**src/rtl/dfp_cacheline_adapter.sv**
```systemverilog
// dfp_cacheline_adapter: bridges cache-line DFP requests to a 4-beat burst memory.
// Each line read is issued as one burst request and its returning beats are
// reassembled into a line. Each line write is streamed out as beats.
// Optional build macro DFP_ADAPTER_RADDR_CHECK_EN: drop read beats whose
// bmem_raddr line does not match the outstanding request.
module dfp_cacheline_adapter #(
    parameter int unsigned LINE_BITS = 256,
    parameter int unsigned BEAT_BITS = 64
) (
    input  logic                 clk,
    input  logic                 rst_n,
    input  logic [31:0]          dfp_addr,
    input  logic                 dfp_read,
    input  logic                 dfp_write,
    input  logic [LINE_BITS-1:0] dfp_wdata,
    output logic [LINE_BITS-1:0] dfp_rdata,
    output logic                 dfp_resp,
    output logic [31:0]          bmem_addr,
    output logic                 bmem_read,
    output logic                 bmem_write,
    output logic [BEAT_BITS-1:0] bmem_wdata,
    input  logic                 bmem_ready,
    input  logic [31:0]          bmem_raddr,
    input  logic [BEAT_BITS-1:0] bmem_rdata,
    input  logic                 bmem_rvalid
);

    localparam int unsigned BEATS = LINE_BITS / BEAT_BITS;
    localparam int unsigned CNT_W = (BEATS > 1) ? $clog2(BEATS) : 1;
    localparam logic [CNT_W-1:0] LAST_BEAT = CNT_W'(BEATS - 1);

    // Reject geometries where the line is not a power-of-two number (>=2) of beats
    if (BEATS < 2 || (BEATS & (BEATS - 1)) != 0 || BEATS * BEAT_BITS != LINE_BITS) begin : g_param_err
        $error("dfp_cacheline_adapter: LINE_BITS/BEAT_BITS must be a power of two >= 2");
    end

    typedef enum logic [2:0] {
        IDLE,
        RD_REQ,
        RD_DATA,
        WR_BURST,
        RESP
    } state_t;

    state_t               state;
    logic [CNT_W-1:0]     cnt;
    logic [CNT_W-1:0]     cnt_inc;
    logic [LINE_BITS-1:0] line_buf;
    logic [LINE_BITS-1:0] line_merged;
    logic                 beat_ok;
    logic                 unused_bits;

    assign cnt_inc = cnt + CNT_W'(1);

    // Line buffer with the current read beat dropped into its slot
    always_comb begin
        line_merged = line_buf;
        line_merged[32'(cnt) * BEAT_BITS +: BEAT_BITS] = bmem_rdata;
    end

    // Qualify returning read beats; bmem_addr holds the latched line address
`ifdef DFP_ADAPTER_RADDR_CHECK_EN
    assign beat_ok = bmem_rvalid && (bmem_raddr[31:5] == bmem_addr[31:5]);
`else
    assign beat_ok = bmem_rvalid;
`endif

    assign unused_bits = ^{dfp_addr[4:0], bmem_raddr};

    // Request sequencing, beat counting, line assembly and registered outputs
    always_ff @(posedge clk or negedge rst_n) begin
        if (!rst_n) begin
            state      <= IDLE;
            cnt        <= '0;
            line_buf   <= '0;
            dfp_rdata  <= '0;
            dfp_resp   <= 1'b0;
            bmem_addr  <= '0;
            bmem_read  <= 1'b0;
            bmem_write <= 1'b0;
            bmem_wdata <= '0;
        end else begin
            dfp_resp <= 1'b0;
            case (state)
                IDLE: begin
                    if (dfp_write) begin
                        bmem_addr  <= {dfp_addr[31:5], 5'b0};
                        line_buf   <= dfp_wdata;
                        bmem_wdata <= dfp_wdata[BEAT_BITS-1:0];
                        bmem_write <= 1'b1;
                        cnt        <= '0;
                        state      <= WR_BURST;
                    end else if (dfp_read) begin
                        bmem_addr <= {dfp_addr[31:5], 5'b0};
                        bmem_read <= 1'b1;
                        state     <= RD_REQ;
                    end
                end
                RD_REQ: begin
                    if (bmem_ready) begin
                        bmem_read <= 1'b0;
                        cnt       <= '0;
                        state     <= RD_DATA;
                    end
                end
                RD_DATA: begin
                    if (beat_ok) begin
                        line_buf <= line_merged;
                        cnt      <= cnt_inc;
                        if (cnt == LAST_BEAT) begin
                            dfp_rdata <= line_merged;
                            dfp_resp  <= 1'b1;
                            state     <= RESP;
                        end
                    end
                end
                WR_BURST: begin
                    if (bmem_ready) begin
                        cnt        <= cnt_inc;
                        bmem_wdata <= line_buf[32'(cnt_inc) * BEAT_BITS +: BEAT_BITS];
                        if (cnt == LAST_BEAT) begin
                            bmem_write <= 1'b0;
                            dfp_resp   <= 1'b1;
                            state      <= RESP;
                        end
                    end
                end
                RESP: begin
                    state <= IDLE;
                end
                default: begin
                    state <= IDLE;
                end
            endcase
        end
    end

endmodule

```
**config.mk**
```make
export PLATFORM = sky130hd
export DESIGN_NAME = dfp_cacheline_adapter
export DESIGN_NICKNAME = d
export VERILOG_FILES = /design/src/rtl/dfp_cacheline_adapter.sv
export SDC_FILE = /design/constraint.sdc
export NUM_CORES = 1
export LEC_CHECK = 0
export CAP_MARGIN = 20
export CORE_MARGIN = 8
export CORE_UTILIZATION = 35
export CTS_CLUSTER_SIZE = 16
export DETAILED_ROUTE_END_ITERATION = 8
export SYNTH_ARGS = -nofsm -noshare
export SYNTH_HDL_FRONTEND = slang
export SYNTH_SLANG_ARGS = --single-unit
```
**constraint.sdc**
```tcl
create_clock -name clk -period 8.7 [get_ports clk]
set_clock_uncertainty 0.2 [all_clocks]
set_input_delay 1.305 -clock clk [delete_from_list [all_inputs] [get_ports clk]]
set_output_delay 1.305 -clock clk [all_outputs]
set_load 0.005 [all_outputs]
```
==> results.py <==
metrics = {
    "floorplan": {
        "core_sq_um": 88200,
        "io_pins": 745,
        "die_w_microns": 314,
        "die_area_sq_um": 98800,
        "die_y_microns": 314,
        "start_util_pct": 35.3,
        "num_rows": 109,
    },
    "detailed_routing": {
        "drt-total-wl_microns": 141000,
        "drtIter0Drc": 2595,
        "drtPass1Iterations": 5,
        "drcViolationCount": 0,
        "viasPerCell": 6.19,
        "wl_per_cell_microns": 32.3,
        "drtAntennaViolNets": 0,
        "via_count": 26898,
    },
    "sta": {
        "worstMarginPinSlew_ps": 1570,
        "clock.fmax_ghz": 0.194,
        "fin_crit_sh_pct": 59.2,
        "relSlewSlack_pct": -4.60,
        "rsz0062_at_grt": "false",
        "hold_viol_final": 0,
        "finalSetupViolations": 0,
        "hold_ws_ps": 284,
        "min_period_ps": 5150,
        "slew_viol_final": 47,
        "tns_ps": 0,
        "layout_setup_ws_ps": 3550,
    },
    "pwr": {
        "p_per_area_nw_per_um2": 407,
        "sw_frac_of_total_pct": 40.2,
        "power.internal_w": 0.0101,
        "cellLeakagePower_nw": 16.7,
        "pwr-share-clk_pct": 19.1,
        "ir_drop_mv": 0.244,
        "p_comb_share_pct": 49.6,
        "p_switching_w": 0.00676,
        "seq_power_share_pct": 31.3,
    },
    "synthesis": {
        "synth-adder-area-share_pct": 0.241,
        "synth_seq_cells": 611,
        "synth-compound-area-share_pct": 20.5,
        "ys_seq_area_share_pct": 49.1,
        "synth-edff-count": 0,
        "ys_async_sr_fraction_pct": 100,
        "synth.avg_cell_area_sq_um": 12.1,
        "synth_top_family_by_area": "compound AO/OA/AOI/OAI gates",
        "synthSimpleGateAreaFrac_pct": 8.79,
        "synthCells": 2568,
        "synthXorXnorAreaFrac_pct": 0,
        "ys_warn_count": 0,
        "ys.flop_type": "dfrtp_1",
        "muxShareOfSynthArea_pct": 15.9,
        "synth_area_sq_um": 31100,
        "synth.distinct_cells": 55,
    },
    "worst_setup_path": {
        "path_max_fanout": 70,
        "end_kind": "register",
        "timing.critical_path.cells": "inv_1, ha_4, buf_4, nand3_4, o2bb2ai_1, mux2_1",
        "crit_slowest_cell": "ha_4",
        "crit_buf_inv": 2,
        "crit_arrival_ps": 5500,
        "crit_family": "buffers and inverters",
        "critPathLaunchType": "register",
        "worstPathRequired_ps": 9050,
        "critPathKind": "register to register",
        "critical-path-max-stage-delay_ps": 1010,
    },
    "placed_design": {
        "placed_area_sq_um": 38800,
        "globalplace.congestion": 0.847,
        "dp_hpwl_microns": 87500,
        "io_buffers": 702,
        "dpl.cell_count": 4198,
        "dp_slack_ps": 3560,
    },
    "job": {
        "maxCapViolations": 0,
    },
    "grt": {
        "track_usage_pct": 27.3,
        "antenna_found_initial": 21,
        "grt_max_degree": 158,
        "overflow": 0,
        "grt_pass1_vias": 28160,
        "grt_pass1_wl_microns": 202000,
    },
    "cts": {
        "cts_tree": "yes",
        "postCtsHoldBufs": 0,
        "cts_root_buf": "clkbuf_16",
        "path_clk_slew_ps": 60,
        "worstSkewPairLatency_ps": 610,
        "cts_inserted_buffers": 73,
        "clockBufferDepth": 3,
        "cts_resized": 0,
        "cts_max_level": 3,
        "cts_sinks": 611,
        "post-cts-setup-buffers": 0,
    },
    "cells_and_area": {
        "layout.nets": 3507,
        "fin_cells": 4346,
        "layout-drive-gt1-share_pct": 10.7,
        "design_area_sq_um": 41400,
        "syn_to_final_growth_pct": 32.9,
    },
    "outcome": {
        "status": "finished, violations left",
        "violations": "slew limit",
    },
    "hold_path": {
        "hold_path.class": "register to register",
    },
}
[cell type report]
cell class / count / area (sq um)
Multi-Input combinational cell: 1605 / 14400
Timing Repair Buffer: 750 / 7500
Inverter: 70 / 269
Clock buffer: 106 / 2130
Fill cell: 7944 / 46900
Sequential cell: 611 / 15300
Antenna cell: 13 / 32.5
Tap cell: 1165 / 1460
Clock inverter: 26 / 332
[sequential cells by signal, summed over array words and instances (netlist names)]
name and count:
bmem_addr 27, bmem_read 1, bmem_wdata 64, bmem_write 1
cnt 2, dfp_rdata 256, dfp_resp 1, line_buf 256
state 3
[final timing paths]
kind / startpoint / end / slack, ps / cells after the start
worst min register to register: dfp_rdata[44] / dfp_rdata[44] / 280 / 1
min in group asynchronous: rst_n / line_buf[45] / 530 / 1
max in group asynchronous: rst_n / dfp_rdata[20] / 6270 / 2
worst min-delay path: dfp_rdata[44] / dfp_rdata[44] / 280 / 1
worst max-delay path: cnt[0] / dfp_rdata[71] / 3550 / 6
worst max register to register: cnt[0] / dfp_rdata[71] / 3550 / 6
[kinds of logic (layout without fill, tap and decap cells)]
family                   count (synthesis)  count (layout)
adder cells (fa/ha/maj)                  6               6
AO/OA/AOI/OAI                          749             749
AND/OR/NAND/NOR                        458             458
multiplexers                           387             387
other                                    1              18
buffers and inverters                  356             952
flip-flops                             611             611
[worst register-to-register path: cells and delay by family, from the launching register on]
kind / cells / cell delay (ps)
buf+inv: 2 / 1130
fa+ha+maj: 1 / 1010
simple gates: 1 / 1010
flops: 1 / 820
compound gates: 1 / 720
mux: 1 / 200
[routing by layer]
layer	part of all wire (%)	up-vias	global-route usage [%]	wire, microns
met5	0.060	-	0	85
met1	39	13825	34.3	54300
met2	48	1685	44.5	66900
li1	-	11033	-	-
met3	10	341	7.90	14500
met4	3.4	14	9.81	4800
[cell usage in the layout, fill, tap and decap left out, types with 4 or more instances in the layout]
cell             netlist  routed
clkdlybuf4s50_1        0     701
dfrtp_1              611     607
o2bb2ai_1            195     195
mux2_1               179     179
nand2_1              130     129
a22o_1               122     122
mux2i_1              100     100
nor3_1               100     100
a22oi_1               87      87
clkbuf_16              0      73
nand2b_1              70      70
inv_1                 66      66
nor4bb_1              65      64
mux4_2                64      64
a31oi_1               64      64
a32oi_1               64      64
and2_1                63      63
a221o_1               61      61
mux2_2                44      44
buf_4                 29      40
a32o_1                38      38
o21ai_0               36      36
o22ai_1               35      35
a2bb2oi_2             30      30
clkbuf_8               0      18
clkbuf_1             151      15
diode_2                0      13
clkinv_2               0      12
bufinv_16              0       7
a2bb2oi_1              5       5
conb_1                 1       5
inv_6                  0       5
buf_12                 0       5
ha_1                   6       4
[cells in the mapped netlist, types with 44 or more instances]
cell type / number / area [sq um]
a221o_1: 61 / 611
a32oi_1: 64 / 561
nand2b_1: 70 / 438
inv_1: 66 / 248
a22oi_1: 87 / 653
a31oi_1: 64 / 400
nor3_1: 100 / 500
nand2_1: 130 / 488
and2_1: 63 / 394
mux2_2: 44 / 495
mux2_1: 179 / 2020
dfrtp_1: 611 / 15300
nor4bb_1: 65 / 651
mux2i_1: 100 / 1000
buf_2: 78 / 390
a22o_1: 122 / 1070
clkbuf_1: 151 / 567
o2bb2ai_1: 195 / 1710
mux4_2: 64 / 1440
[power groups by stage]
stage	clock [W]	sequential, W	combinational, W
2_1_floorplan	0	0.00492	0.00463
3_3_place_gp	0	0.00523	0.00819
3_5_place_dp	0	0.00529	0.00829
4_1_cts	0.00325	0.00526	0.00833
5_1_grt	0.00336	0.00542	0.00880
6_report	0.00321	0.00527	0.00834
[stage by stage]
stage          utilization, %  power (W)
6_report                 46.9     0.0168
2_1_floorplan               -    0.00955
4_1_cts                  46.8     0.0168
5_1_grt                  46.9     0.0176
3_5_place_dp             44.0     0.0136
3_3_place_gp             44.0     0.0134
No activity file was read; power rests on OpenSTA's default activity.
